$ cat src/rtl/logic_unit_pipe.sv
// rtl/logic_unit_pipe.sv - two-stage pipelined bitwise logic unit with valid/ready handshakes
// Optional zero/parity result flags are enabled by defining LOGIC_FLAGS_EN.
module logic_unit_pipe #(
    parameter int WIDTH = 4,
    parameter int CNT_W = 8
) (
    input  logic             clk,
    input  logic             rst_n,
    input  logic             in_valid,
    output logic             in_ready,
    input  logic [2:0]       op,
    input  logic [WIDTH-1:0] a,
    input  logic [WIDTH-1:0] b,
    output logic             out_valid,
    input  logic             out_ready,
    output logic [WIDTH-1:0] result,
    output logic [CNT_W-1:0] done_cnt
`ifdef LOGIC_FLAGS_EN
    ,
    output logic             flag_z,
    output logic             flag_p
`endif
);

    logic             s1_valid;
    logic [2:0]       s1_op;
    logic [WIDTH-1:0] s1_a;
    logic [WIDTH-1:0] s1_b;
    logic             s2_valid;
    logic             s2_adv;
    logic             s1_adv;
    logic             in_acc;
    logic [WIDTH-1:0] s1_res;

    // Stall rules: out_valid is purely the stage-2 register, so it never sees out_ready.
    assign s2_adv    = !s2_valid || out_ready;
    assign s1_adv    = s1_valid && s2_adv;
    assign in_ready  = !s1_valid || s2_adv;
    assign in_acc    = in_valid && in_ready;
    assign out_valid = s2_valid;

    always_comb begin
        s1_res = '0;
        case (s1_op)
            3'b000:  s1_res = s1_a & s1_b;
            3'b001:  s1_res = s1_a | s1_b;
            3'b010:  s1_res = s1_a ^ s1_b;
            3'b011:  s1_res = ~s1_a;
            3'b100:  s1_res = ~(s1_a & s1_b);
            3'b101:  s1_res = ~(s1_a | s1_b);
            3'b110:  s1_res = ~(s1_a ^ s1_b);
            default: s1_res = s1_a;
        endcase
    end

    always_ff @(posedge clk or negedge rst_n) begin
        if (!rst_n) begin
            s1_valid <= 1'b0;
            s1_op    <= '0;
            s1_a     <= '0;
            s1_b     <= '0;
        end else begin
            if (in_acc) begin
                s1_valid <= 1'b1;
                s1_op    <= op;
                s1_a     <= a;
                s1_b     <= b;
            end else if (s1_adv) begin
                s1_valid <= 1'b0;
            end
        end
    end

    always_ff @(posedge clk or negedge rst_n) begin
        if (!rst_n) begin
            s2_valid <= 1'b0;
            result   <= '0;
`ifdef LOGIC_FLAGS_EN
            flag_z   <= 1'b0;
            flag_p   <= 1'b0;
`endif
        end else if (s2_adv) begin
            s2_valid <= s1_valid;
            if (s1_valid) begin
                result <= s1_res;
`ifdef LOGIC_FLAGS_EN
                flag_z <= (s1_res == '0);
                flag_p <= ^s1_res;
`endif
            end
        end
    end

    always_ff @(posedge clk or negedge rst_n) begin
        if (!rst_n) begin
            done_cnt <= '0;
        end else if (s2_valid && out_ready) begin
            done_cnt <= done_cnt + 1'b1;
        end
    end

endmodule

$ cat config.mk
export PLATFORM = sky130hd
export DESIGN_NAME = logic_unit_pipe
export DESIGN_NICKNAME = d
export VERILOG_FILES = /design/src/rtl/logic_unit_pipe.sv
export SDC_FILE = /design/constraint.sdc
export NUM_CORES = 1
export LEC_CHECK = 0
export CORE_ASPECT_RATIO = 0.5
export CORE_MARGIN = 8
export CORE_UTILIZATION = 30
export CTS_BUF_LIST = sky130_fd_sc_hd__clkbuf_8
export DETAILED_ROUTE_END_ITERATION = 16
export GPL_TIMING_DRIVEN = 1
export SLEW_MARGIN = 20
export SYNTH_ARGS = -nofsm -noshare
export SYNTH_HDL_FRONTEND = slang
export SYNTH_SLANG_ARGS = --single-unit
$ cat constraint.sdc
create_clock -name clk -period 1.88 [get_ports clk]
set_input_delay 0.282 -clock clk [delete_from_list [all_inputs] [get_ports clk]]
set_output_delay 0.282 -clock clk [all_outputs]
set_load 0.02 [all_outputs]
Word-level counts from Yosys, hierarchy flattened
Index checks and enable logic that the tools add are counted.
{ "op_classes": {"bitwise": 7, "addsub": 1, "n_reduce_logical": 10, "eq_ne": 6, "muxes": 3} }
{ "op_table": {"columns": ["op", "n"], "rows": [
  ["4-bit case mux with 7 select lines", 1],
  ["4-bit inverter", 4],
  ["3-bit equality test (second input constant)", 3],
  ["8-bit by 1-bit adder with 8-bit output (second input constant)", 1],
  ["3-bit by 2-bit equality test with 1-bit output (second input constant)", 2],
  ["4-bit bitwise AND", 1],
  ["4-bit bitwise OR", 1],
  ["4-bit bitwise XOR", 1],
  ["3-bit by 1-bit equality test with 1-bit output (second input constant)", 1],
  ["1-bit logical AND", 3],
  ["3-bit logical NOT", 1],
  ["1-bit logical NOT", 2],
  ["1-bit logical OR", 2],
  ["1-bit two-way mux", 2],
  ["2-bit AND reduction", 1],
  ["2-bit nonzero test", 1]
]} }
{ "word_totals": {"word_cells": 34, "regBits": 25, "in_bits": 15} }

Longest topological paths before layout
{ "logic_depth": {"ltp_word": 5, "depth_mapped": 6, "depth_no_buf": 6} }

Worst setup path after synthesis
Ideal clock, no wire load.
{ "synth_path": {"kind": "register to register", "from": "reg s2_valid (netlist: out_valid)", "to": "reg s1_a[0]", "arrival_time_ns": 1.471, "required_ns": 1.755, "path_buffers": 1, "path_stages_with_launch": 5, "path_slack_ns": 0.284, "setup_time_ns": 0.125, "synth_period_minus_slack_ns": 1.596, "cell_sequence": "dfrtp_1 > nand3b_1 > nand2_1 > buf_2 > mux2_2"} }
{ "synth_via": {"elab_chain_len": 4} }
{ "synth_rtl": {"columns": ["item", "line", "text"], "rows": [
  ["start: declaration", "29", "logic s2_valid;"],
  ["start signal: assignment", "83", "s2_valid <= s1_valid;"],
  ["1-bit logical NOT", "36", "assign s2_adv = !s2_valid || out_ready;"],
  ["1-bit logical OR", "36", null],
  ["1-bit logical OR", "38", "assign in_ready = !s1_valid || s2_adv;"],
  ["net in_ready", "10", "output logic in_ready,"],
  ["1-bit logical AND", "39", "assign in_acc = in_valid && in_ready;"],
  ["end signal: assignment", "60", "s1_a <= '0;"],
  ["end signal: assignment", "66", "s1_a <= a;"],
  ["end: declaration", "27", "logic [WIDTH-1:0] s1_a;"]
]} }
The timed path passes the listed nets, and every way through them passes these cells.
A chain may end at the register's enable or synchronous reset.

Worst setup path in the final report
{ "layout_path": {"from": "in out_ready", "to": "out in_ready"} }
{ "layout_via": {"elab_chain_len": 2} }
{ "layout_rtl": {"columns": ["item", "line", "text"], "rows": [
  ["start: declaration", "15", "input logic out_ready,"],
  ["1-bit logical OR", "36", null],
  ["1-bit logical OR", "38", null],
  ["end: declaration", "10", null]
]} }
No other way between the ends.

==> impl_results.md <==
- Synth Flop Type: dfrtp_1
- Final Cycle Share: 0.9685
- CP Data Arrival Time: 1540 ps
- Post-synthesis adder-cell area fraction: 0.08637
- Async SR Flop Fraction: 1.000
- Critical path required time: 1600 ps
- Syn Std Cell Area: 1304 sq um
- CTS buffer count: 3
- Pre-CTS setup slack: 51.28 ps
- Htree depth: 1
- Post-synth top area share: 0.4798
- Clock buffer depth: 2
- Crit end category: output pin
- Synth Warn #: 0
- Final Core Density: 0.4001
- Critical path cell sequence: clkdlybuf4s50_1 > nand3b_1 > clkdlybuf4s50_1
- WL met3: 83 um
- Sequential area share after synthesis: 0.4798
- Leakage: 0.7679 nW
- Kind of critical path: primary input to output pin
- GRT overflow: 0
- Drt drc: 0
- Startpoint types: primary input
- Max IR drop VDD: 0.0003795 V
- Final Max Slew Viols: 0
- Hpwl dp: 1979 um
- WL per Instance: 12.66 um
- Fin. Hold Viols: 0
- Reg2Reg Depth: 5
- Wl on met1: 1159 um
- Core ar.: 4297 sq um
- Status: complete, no violations
- PD cells: 1082 nW/um^2
- CTS tree: yes
- Setup-violating endpoint count in the final report: 0
- Clk pwr share: 0.173
- Row count: 17
- Combinational power share: 0.394
- Post-synthesis xor/xnor area fraction: 0.05374
- Final net count: 173
- Clk_lat worst skew: 270 ps
- Worst Path Max Fanout: 3
- Switch share: 0.3472
- Initial drt markers: 38
- Via count: 931
- Largest family of logic cells by synthesized area: multiplexers
- Fill cells: 435
- Post-synth top cells: 25 x dfrtp_1, 12 x mux2_2, 12 x nor2_1
- FF-to-FF setup slack: 280 ps
- Gr usage total: 0.08086
- Yosys reg bits: 25
- Post-CTS Setup Bufs: 0
- Final WS setup: 59.13 ps
- EDFF count, synth: 0
- Least-Margin Pin Slew: 322.5 ps
- Reg clk slew, reported paths: 90 ps
- Crit path max-delay cell type: clkdlybuf4s50_1
- Worst path most repeated cell: clkdlybuf4s50_1
- Die Y: 62.62 um
- Vias per inst: 4.541
- Area contributors post-synth: dfrtp_1 48%, mux2_2 10%, ha_1 8.6%, o221ai_1 4.0%, xnor2_1 4.0%
- Die Width: 109.2 um
- Vias in the first global route: 998
- Ports: 29
- Post-synthesis mux area share: 0.1468
- Global-route wire length before repair: 4464 um
- Antenna fix cells: 0
- Die area: 6839 sq um
- Most frequent cell after synthesis: dfrtp_1
- Post-route setup TNS: 0 ps
- Share of cells above drive strength 1: 0.1351
- Max cap viols: 0
- Worst hold margin: 364.2 ps
- Post-CTS Hold Fix Bufs: 0
- RePlAce Congestion: 0.7225
- Flop pwr share: 0.433
- Max_slew headroom: 0.7850
- WL met2: 1324 um
- Worst hold path class: primary input to async pin
- Initial antenna violation count: 0
- Max Clk Rate: 0.5492 GHz
- I/O Buffers: 28
- Slowest Stage Delay on Critical Path: 630 ps
- Clk sinks: 25
- RSZ-0062 raised after global routing: no
- Leading area contributor after synthesis: dfrtp_1
- Clk root buf: clkbuf_8
- Largest net degree at the start of global routing: 26
- Clock Skews: 2.484 ps
- Syn Inst Count: 116
- Post-CTS resize count: 0
- Tmin final: 1821 ps
- DR pass1 iterations: 4
- Starting density of the core: 0.3034
- Drt total wl: 2595 um
- Max Used Layer: met4
- Compound-Gate Fraction of Synth Area: 0.07582
- Synth Area in Simple Gates: 0.1123
- Synth cell types: 24
- Synth Area per Inst: 11.24 sq um
- Total net switching power: 646.2 uW
- Layout area overhead: 31.86%
- Post-DRT Antenna Nets: 0
- Syn_nets: 140
- Cell Int Power: 1.215 mW
-- final timing paths --
| path | start | end |
|---|---|---|
| max | out_ready | in_ready |
| min | rst_n | s1_a[3] |
| max reg2reg | s1_a[3] | result[3] |
| min reg2reg | done_cnt[7] | done_cnt[7] |
| max in group asynchronous | rst_n | s1_op[0] |
| min in group clk | done_cnt[7] | done_cnt[7] |
-- cell type report --
| cell class | count | area (sq um) | share of cell area |
|---|---|---|---|
| sequential | 25 | 625.6 | 0.3639 |
| multi-input combinational | 78 | 619.3 | 0.3603 |
| timing repair buffer | 32 | 322.8 | 0.1878 |
| tap | 57 | 71.32 | 0.04148 |
| clock buffer | 3 | 41.29 | 0.02402 |
| inverter | 9 | 33.78 | 0.01965 |
| clock inverter | 1 | 5.005 | 0.002911 |
-- sequential cells by signal, indices dropped and copies added (netlist names) --
name and flops:
result 4, s1_op 3, s1_a 4, s1_valid 1
done_cnt 8, s1_b 4, out_valid 1
-- cell families after synthesis --
group           count (synthesis)
mux                            16
buf+inv                        13
fa+ha+maj                       9
flops                          25
simple gates                   32
compound gates                 13
xor+xnor                        8
-- power groups by stage --
| stage | Sequential [mW] | Clock [mW] | Combinational (mW) |
|---|---|---|---|
| 6_report | 0.806 | 0.322 | 0.733 |
| 5_1_grt | 0.834 | 0.362 | 0.802 |
| 4_1_cts | 0.810 | 0.342 | 0.749 |
| 3_5_place_dp | 0.821 | 0 | 0.745 |
| 3_3_place_gp | 0.814 | 0 | 0.729 |
| 2_1_floorplan | 0.904 | 0 | 0.329 |
-- through the flow --
step                area (sq um)  power (mW)  cells
floorplan                   1304       1.233    116
global placement            1673       1.542    201
detailed placement          1673       1.566    201
CTS                         1719       1.901    205
global route                1719       1.998    205
finish                      1719       1.861    205
-- layer usage --
layer | vias to the layer above | GRT usage
met3 | 2 | 0.02366
met1 | 455 | 0.08556
met5 | - | 0
met4 | 0 | 0.02504
met2 | 11 | 0.1496
li1 | 463 | -
-- worst max-delay path, delay by kind of cell --
| kind | cells | cell delay, ps |
|---|---|---|
| buf+inv | 2 | 1100 |
| simple gates | 1 | 150 |
-- placed cells by master (no fill, tap or decap), types with 2 or more instances in the layout --
master | synthesis | routed
xor2_1 | 2 | 2
nand3_1 | 2 | 2
xnor2_1 | 6 | 6
buf_4 | 0 | 3
inv_1 | 9 | 9
nand2b_1 | 5 | 5
dfrtp_1 | 25 | 25
nand2_1 | 9 | 9
mux2i_1 | 3 | 3
mux2_2 | 12 | 12
nor2_1 | 12 | 12
a21oi_1 | 3 | 3
ha_1 | 9 | 9
clkbuf_8 | 0 | 3
clkdlybuf4s50_1 | 0 | 28
o221ai_1 | 6 | 6
a22o_1 | 3 | 3
Note: power is estimated with default switching activity, not from simulation.
